[config.mk]
export PLATFORM = sky130hd
export DESIGN_NAME = serial_transform_echo
export DESIGN_NICKNAME = d
export VERILOG_FILES = /design/src/rtl/serial_transform_echo.sv
export SDC_FILE = /design/constraint.sdc
export NUM_CORES = 1
export LEC_CHECK = 0
export ABC_AREA = 0
export BUFFER_PORTS_ARGS = -buffer_cell sky130_fd_sc_hd__buf_2
export CORE_MARGIN = 1
export CORE_UTILIZATION = 55
export CTS_CLUSTER_DIAMETER = 40
export DETAILED_ROUTE_END_ITERATION = 6
export HOLD_SLACK_MARGIN = 0.03
export PLACE_DENSITY = 0.8
export SETUP_SLACK_MARGIN = 0.05
export SYNTH_ARGS = -nofsm -noshare
export SYNTH_HDL_FRONTEND = slang
export SYNTH_SLANG_ARGS = --single-unit
[constraint.sdc]
create_clock -name clk -period 3.5 [get_ports clk]
set_input_delay 0.35 -clock clk [delete_from_list [all_inputs] [get_ports clk]]
set_output_delay 0.35 -clock clk [all_outputs]
set_load 0.01 [all_outputs]
[src/rtl/serial_transform_echo.sv]
`default_nettype none
// ============================================================================
//  Module      : serial_transform_echo
//  Description : Received bytes are transformed on arrival, buffered in a
//                circular FIFO and replayed to a transmitter with an idle
//                gap after every accepted byte. Error and drop counters saturate.
//  Revision    : 1.0  initial release
// ============================================================================
module serial_transform_echo #(
    parameter int                    DATA_WIDTH = 8,
    parameter int                    FIFO_DEPTH = 16,
    parameter int                    MODE       = 1,
    parameter logic [DATA_WIDTH-1:0] OPERAND    = 1,
    parameter int                    GAP_CYCLES = 10
) (
    input  logic                          clk,
    input  logic                          rst,
    input  logic                          rx_valid,
    input  logic [DATA_WIDTH-1:0]         rx_data,
    input  logic                          rx_err,
    output logic                          tx_valid,
    output logic [DATA_WIDTH-1:0]         tx_data,
    input  logic                          tx_ready,
    input  logic                          tx_busy,
    output logic [$clog2(FIFO_DEPTH):0]   fifo_count,
    output logic [7:0]                    drop_cnt,
    output logic [7:0]                    err_cnt
);

    localparam int AW = $clog2(FIFO_DEPTH);
    localparam int GW = $clog2(GAP_CYCLES + 1) + 1;
    // A GAP_CYCLES of 0 still spends the one mandatory cycle in GAP.
    localparam int c_GAP_LAST = (GAP_CYCLES == 0) ? 0 : GAP_CYCLES - 1;

    localparam logic [1:0] c_IDLE = 2'd0;
    localparam logic [1:0] c_SEND = 2'd1;
    localparam logic [1:0] c_GAP  = 2'd2;

    logic [DATA_WIDTH-1:0] r_mem [FIFO_DEPTH];
    logic [AW-1:0]         r_wr_ptr;
    logic [AW-1:0]         r_rd_ptr;
    logic [AW:0]           r_count;
    logic [7:0]            r_drop_cnt;
    logic [7:0]            r_err_cnt;
    logic [DATA_WIDTH-1:0] r_tx_data;
    logic [1:0]            r_state;
    logic [1:0]            w_state_next;
    logic [GW-1:0]         r_gap_cnt;

    logic                  w_full;
    logic                  w_rx_good;
    logic                  w_push;
    logic                  w_pop;
    logic                  w_drop;
    logic                  w_err;
    logic [DATA_WIDTH-1:0] w_xform;

    // Byte transform selected at elaboration time.
    function automatic logic [DATA_WIDTH-1:0] transform(input logic [DATA_WIDTH-1:0] d);
        logic [DATA_WIDTH-1:0] x;
        case (MODE)
            0:       x = d;
            1:       x = d + OPERAND;
            2:       x = d ^ OPERAND;
            default: x = ~d;
        endcase
        return x;
    endfunction

    // Ingress qualification: a full FIFO still accepts if the head leaves this cycle.
    always_comb begin
        w_xform   = transform(rx_data);
        w_full    = (r_count == (AW+1)'(FIFO_DEPTH));
        w_rx_good = rx_valid && !rx_err && !rst;
        w_push    = w_rx_good && (!w_full || w_pop);
        w_drop    = w_rx_good && w_full && !w_pop;
        w_err     = rx_valid && rx_err && !rst;
    end

    // FIFO storage write; contents need no reset since pointers define validity.
    always_ff @(posedge clk) begin
        if (w_push) begin
            r_mem[r_wr_ptr] <= w_xform;
        end
    end

    // Circular pointers and occupancy count.
    always_ff @(posedge clk) begin
        if (rst) begin
            r_wr_ptr <= '0;
            r_rd_ptr <= '0;
            r_count  <= '0;
        end else begin
            if (w_push) r_wr_ptr <= r_wr_ptr + 1'b1;
            if (w_pop)  r_rd_ptr <= r_rd_ptr + 1'b1;
            case ({w_push, w_pop})
                2'b10:   r_count <= r_count + 1'b1;
                2'b01:   r_count <= r_count - 1'b1;
                default: r_count <= r_count;
            endcase
        end
    end

    // Saturating drop and error counters.
    always_ff @(posedge clk) begin
        if (rst) begin
            r_drop_cnt <= '0;
            r_err_cnt  <= '0;
        end else begin
            if (w_drop && (r_drop_cnt != 8'hFF)) r_drop_cnt <= r_drop_cnt + 1'b1;
            if (w_err  && (r_err_cnt  != 8'hFF)) r_err_cnt  <= r_err_cnt + 1'b1;
        end
    end

    // Transmit FSM state register.
    always_ff @(posedge clk) begin
        if (rst) begin
            r_state <= c_IDLE;
        end else begin
            r_state <= w_state_next;
        end
    end

    // Transmit FSM next-state logic.
    always_comb begin
        w_state_next = r_state;
        case (r_state)
            c_IDLE: if (w_pop)    w_state_next = c_SEND;
            c_SEND: if (tx_ready) w_state_next = c_GAP;
            c_GAP:  if (r_gap_cnt >= GW'(c_GAP_LAST)) w_state_next = c_IDLE;
            default:              w_state_next = c_IDLE;
        endcase
    end

    // Transmit FSM outputs: all derived from registered state, none from inputs directly to ports.
    always_comb begin
        w_pop    = (r_state == c_IDLE) && (r_count != '0) && !tx_busy;
        tx_valid = (r_state == c_SEND);
    end

    // Gap counter runs only while in GAP.
    always_ff @(posedge clk) begin
        if (rst || (r_state != c_GAP)) begin
            r_gap_cnt <= '0;
        end else begin
            r_gap_cnt <= r_gap_cnt + 1'b1;
        end
    end

    // Holding register for the byte on offer; reloaded only on pop.
    always_ff @(posedge clk) begin
        if (rst) begin
            r_tx_data <= '0;
        end else if (w_pop) begin
            r_tx_data <= r_mem[r_rd_ptr];
        end
    end

    assign tx_data    = r_tx_data;
    assign fifo_count = r_count;
    assign drop_cnt   = r_drop_cnt;
    assign err_cnt    = r_err_cnt;

endmodule
`default_nettype wire

**Yosys cells after proc, flatten, opt, wreduce, memory -nomap -nowiden**

Memories as Yosys holds them, arrays and structs flattened. A register that Yosys moved wholly into a read port is not among the register bits.
Index checks and enable logic that the tools add are counted.

- Output and inout port bits: 30
- Memories kept: 1
- Memory bits (writable): 128
- Flip-flop bits (word level): 36

Memories:

| memory | depth | width | rd ports | clocked after Yosys merged registers in | wr ports | line | text |
|---|---|---|---|---|---|---|---|
| r_mem | 16 | 8 | 1 | 1 | 1 | 39 | `logic [DATA_WIDTH-1:0] r_mem [FIFO_DEPTH];` |

- $add $sub $neg: 8
- Reduce and logical (&&, ||, !) cells: 22
- Muxes and demuxes: 7
- Magnitude comparators: 1
- Equal/unequal tests: 11

Operators by type and width:

| cell | count |
|---|---|
| $add A8 B1 Y8 const B | 3 |
| $ne A8 B8 Y1 const B | 2 |
| $logic_and A1 B1 Y1 | 11 |
| $add A5 B1 Y5 const B | 2 |
| $pmux W5 S2 | 1 |
| $add A4 B1 Y4 const B | 2 |
| $mux W2 | 3 |
| $ne A2 B2 Y1 const B | 3 |
| $pmux W2 S3 | 1 |
| $eq A5 B5 Y1 const B | 1 |
| $ge A5 B4 Y1 const B | 1 |
| $logic_not A1 Y1 | 5 |
| $reduce_bool A5 Y1 | 1 |
| $sub A5 B1 Y5 const B | 1 |
| $eq A2 B1 Y1 const B | 2 |
| $eq A2 B2 Y1 const B | 2 |
| $reduce_and A3 Y1 | 1 |
| $logic_not A2 Y1 | 1 |
| $logic_or A1 B1 Y1 | 2 |
| $mux W1 | 2 |
| $ne A2 B1 Y1 const B | 1 |
| $reduce_bool A2 Y1 | 1 |

**Depth between registers and ports, before layout**

- Word-level depth: 7
- Mapped depth: 11
- Gate-level depth less buffers: 9

**Least setup slack after synthesis**

Ideal clock, no wire load.

- Kind: register to register
- From: reg r_count[1], in the netlist fifo_count[1]
- To: reg r_count[4], in the netlist fifo_count[4]
- Setup slack: 0.980 ns
- Path buffers: 2
- Clock period less this slack: 2.520 ns
- Cell stages (with the launch flop): 12
- Data required time: 3.372 ns
- Arrival: 2.392 ns
- Path through: dfxtp_1 -> buf_6 -> or4_4 -> o211ai_2 -> inv_1 -> ha_1 -> clkbuf_1 -> and3_1 -> o21ai_0 -> o32ai_1 -> xnor2_1 -> nor2_1

- Longest elaborated chain between the ends: 7
- Elaborated cells on any way between the ends: 13
- Classes of those cells: add/sub: 2; eq/ne: 3; mux: 1; reduce/logical: 7

RTL lines:

| item | line | text |
|---|---|---|
| start, declared | 42 | `logic [AW:0] r_count;` |
| start signal, assigned | 97 | `2'b10: r_count <= r_count + 1'b1;` |
| start signal, assigned | 98 | `2'b01: r_count <= r_count - 1'b1;` |
| start signal, assigned | 99 | `default: r_count <= r_count;` |
| $reduce_bool A5 Y1 | 137 | `w_pop = (r_state == c_IDLE) && (r_count != '0) && !tx_busy;` |
| $logic_and A1 B1 Y1 (2 in a row) | 137 |  |
| $logic_or A1 B1 Y1 | 75 | `w_push = w_rx_good && (!w_full \|\| w_pop);` |
| $logic_and A1 B1 Y1 | 75 |  |
| $eq A2 B1 Y1 / $eq A2 B2 Y1 (equally long branches) | 96 | `case ({w_push, w_pop})` |
| $pmux W5 S2 / $reduce_bool A2 Y1 (equally long branches) | - |  |

Several ways; a longest one is shown, not always the timed one.
A chain may end at the register's enable or synchronous reset.

**Worst setup path after layout**

Same ends and word-level chain as after synthesis.

==> run_results.csv <==
group,metric,value,unit
run_status,status,"complete, no violations",
cells_and_area,final_cell_area,8130,µm²
pwr,vdd_drop_max,0.3205,mV
yosys,syn_nets,492,
route,wl_met3,1012,µm
clock_tree,postCtsSetupRepairBufs,0,
grt,grt_pass1_vias,4077,
critical_path,critical_path.top_delay_family,"simple AND/OR/NAND/NOR gates",
critical_path,r2r_start,"fifo_count[1]",
critical_path,startpoint,"fifo_count[1]",
critical_path,end_kind,"flop",
timing,finalHoldViolations,0,
timing,clock-skew-final,0.008399,ns
route,drtIter0Drc,386,
yosys,synth.area.top_cells,"edfxtp_1 54%, dfxtp_1 12%, mux4_2 10%, nor2_1 2.9%, xnor2_1 2.5%",
critical_path,criticalPathCategory,"flop to flop",
pwr,power,0.005289,W
floorplan,dieArea,13360,µm²
cells_and_area,synthToLayoutAreaGrowth,14.60,%
route,vias,4182,
placement,dp_hpwl,9803,µm
route,routed.top_layer,"met4",
route,antenna_left,0,
pwr,powerDensity,650.5,nW/µm²
route,drt-wirelength-per-cell,20.97,µm
clock_tree,cts.path.max_buffers,2,
timing,tns,0,ns
route,wl_met1,5877,µm
yosys,synth_seq_cells,172,
yosys,avgSynthCellArea,15.22,µm²
timing,setup_viol,0,
timing,rsz0062_at_grt,"false",
critical_path,critPathMaxFanout,11,
critical_path,cp_data_required_time,3.80,ns
floorplan,core.rowCount,41,
yosys,synth_cells,466,
grt,gr-total-overflow,0,
yosys,synth_largest_area_cell,"edfxtp_1",
yosys,ys_seq_area_frac,0.6660,
route,drcViolationCount,0,
route,routed_wl,14680,µm
clock_tree,cts_resized,0,
cells_and_area,layout.nets,541,
placement,place_area,7535,µm²
route,first_pass_iters,5,
grt,grt_use_total,0.2418,
critical_path,worst-r2r-cell-count,9,
floorplan,fp.dieH,115.6,µm
yosys,synth_edf_count,128,
hold_path,hp-class,"primary input to flop",
floorplan,die_w,115.6,µm
critical_path,crit_slowest_cell,"or4_4",
clock_tree,clock_latency,0.43,ns
cells_and_area,insertedDiodeCount,0,
grt,grt_pass1_wl,22710,µm
clock_tree,clkSinkCount,172,
timing,fin_crit,2.716,ns
run,drv_cap,0,
critical_path,setup.worst_path.end,"fifo_count[4]",
critical_path,worst_setup_path_start_kind,"flop",
yosys,synth_top_area_share,0.5418,
critical_path,reg2reg_to,"fifo_count[4]",
critical_path,cp.depth,9,
grt,grt_max_degree,43,
cells_and_area,instances_no_fill,700,
yosys,synthesis.area,7094,µm²
clock_tree,cts_tree,"yes",
yosys,yosysUniqueCellTypes,50,
placement,place.gp.congestion,0.8153,
placement,numPortBuffers,43,
grt,antenna_found_initial,0,
clock_tree,cts_made_buffers,17,
timing,min_period_over_period,0.7761,
yosys,synth-warning-count,0,
clock_tree,postCtsHoldBufs,0,
cells_and_area,fin_util,0.6443,
placement,numPlacedInstances,668,
route,via_per_inst,5.974,
yosys,ys.flop_type,"edfxtp_1",
clock_tree,cts-root-buf,"clkbuf_16",
route,route.met2.wl,7482,µm
clock_tree,clk_pin_slew,0.06,ns
timing,slew_headroom,0.3773,
cells_and_area,fillCellCount,885,
floorplan,core_region_area,12620,µm²
clock_tree,h-tree-depth,4,
critical_path,max_stage_delay,0.60,ns
cells_and_area,drive_gt1_frac,0.2443,
critical_path,cp.arrival,3.01,ns
critical_path,rrSetupSlack,0.78,ns
floorplan,pin_count,44,
timing,maxSlewViolCount,0,
floorplan,start_util,0.5622,
timing,worst_pin_slew,0.9294,ns
critical_path,crit_buf_inv,1,
yosys,synthArstFlopShare,0,
critical_path,path_cells,"or4_4 -> o211ai_2 -> inv_1 -> ha_1 -> and3_1 -> o21ai_0 -> o32ai_1 -> xnor2_1 -> nor2_1",
timing,fmax,368.2,MHz
pwr,cellLeakagePower,2.766,nW
[flip-flops by register name, indices dropped and copies added, names as in the netlist]
signal	flops
drop_cnt	8
err_cnt	8
fifo_count	5
r_gap_cnt	5
r_mem	128
r_rd_ptr	4
r_state	2
r_wr_ptr	4
tx_data	8
[synthesized netlist by cell type (2+ instances only)]
| master | n |
|---|---|
| xor2_1 | 14 |
| and4_1 | 2 |
| nor2_1 | 55 |
| nor4_1 | 3 |
| a211oi_1 | 2 |
| o21ai_0 | 3 |
| buf_2 | 8 |
| nand2b_1 | 4 |
| dfxtp_1 | 44 |
| inv_1 | 8 |
| nor2b_1 | 3 |
| and2_1 | 2 |
| nand2_1 | 18 |
| edfxtp_1 | 128 |
| nand3_1 | 10 |
| a21oi_1 | 22 |
| ha_1 | 12 |
| clkbuf_1 | 13 |
| and3_1 | 4 |
| nor3_1 | 8 |
| nand4_1 | 7 |
| mux4_2 | 32 |
| a22oi_1 | 16 |
| mux2i_1 | 3 |
| xnor2_1 | 20 |
[area by class of cell]
| type | count | area, µm² | area share |
|---|---|---|---|
| inverters | 8 | 30.03 | 0.003693 |
| clock buffers | 22 | 486.7 | 0.05986 |
| repair buffers | 54 | 310.3 | 0.03817 |
| clock inverters | 10 | 108.9 | 0.01339 |
| multi-input cells | 262 | 2253 | 0.2772 |
| flip-flops and latches | 172 | 4726 | 0.5813 |
| well taps | 172 | 215.2 | 0.02647 |
[worst min path at each step]
stage                 startpoint            to  slack [ns]  cells after the start
floorplan           r_gap_cnt[0]  r_gap_cnt[0]        0.44                      1
global placement    r_gap_cnt[0]  r_gap_cnt[0]        0.46                      1
detailed placement    tx_data[2]    tx_data[2]        0.49                      2
CTS                     tx_ready    r_state[1]        0.19                      3
global route            tx_ready    r_state[1]        0.19                      3
finish                  tx_ready    r_state[1]        0.19                      3
[through the flow]
step           worst slack (ns)  hold WS (ns)
6_report                 0.7837        0.1888
5_1_grt                  0.5944        0.1940
4_1_cts                  0.8521        0.1873
3_5_place_dp             0.8890        0.4918
3_3_place_gp              1.009        0.4557
2_1_floorplan            0.9801        0.4448
[cell usage in the layout, fill, tap and decap left out, drive strengths merged, types with 4 or more instances in the layout]
cell,n
a22oi,16
dfxtp,44
a21oi,22
nand2b,4
o21ai,4
edfxtp,128
and3,4
nor2,55
mux4,32
nand2,18
nor3,8
inv,11
buf,54
ha,12
nor4,4
nand4,8
xnor2,20
xor2,14
clkbuf,22
nand3,10
[logic make-up (layout without fill, tap and decap cells)]
group / after synthesis / after routing / synth area share
buf+inv: 32 / 94 / 0.01958
flops: 172 / 172 / 0.6660
mux: 35 / 35 / 0.1058
simple gates: 125 / 125 / 0.08977
xor+xnor: 34 / 34 / 0.04198
compound gates: 56 / 56 / 0.05573
fa+ha+maj: 12 / 12 / 0.02116
[where the power goes]
group / leakage [nW] / switching (W) / internal, W
sequential: 1.51 / 0.000161 / 0.00228
clock: 0.291 / 0.000740 / 0.00113
combinational: 0.966 / 0.000523 / 0.000454
total: 2.77 / 0.00142 / 0.00387
[layer usage]
layer | up-vias | global-route usage
met5 | - | 0
met4 | 0 | 0.1030
met3 | 29 | 0.04655
met2 | 193 | 0.4068
met1 | 2076 | 0.3095
li1 | 1884 | -
[tightest hold or removal path: stages]
cell	delay (ns)
buf_2	0.10
nand2_1	0.06
a21oi_1	0.05
No activity file was read; power rests on OpenSTA's default activity.
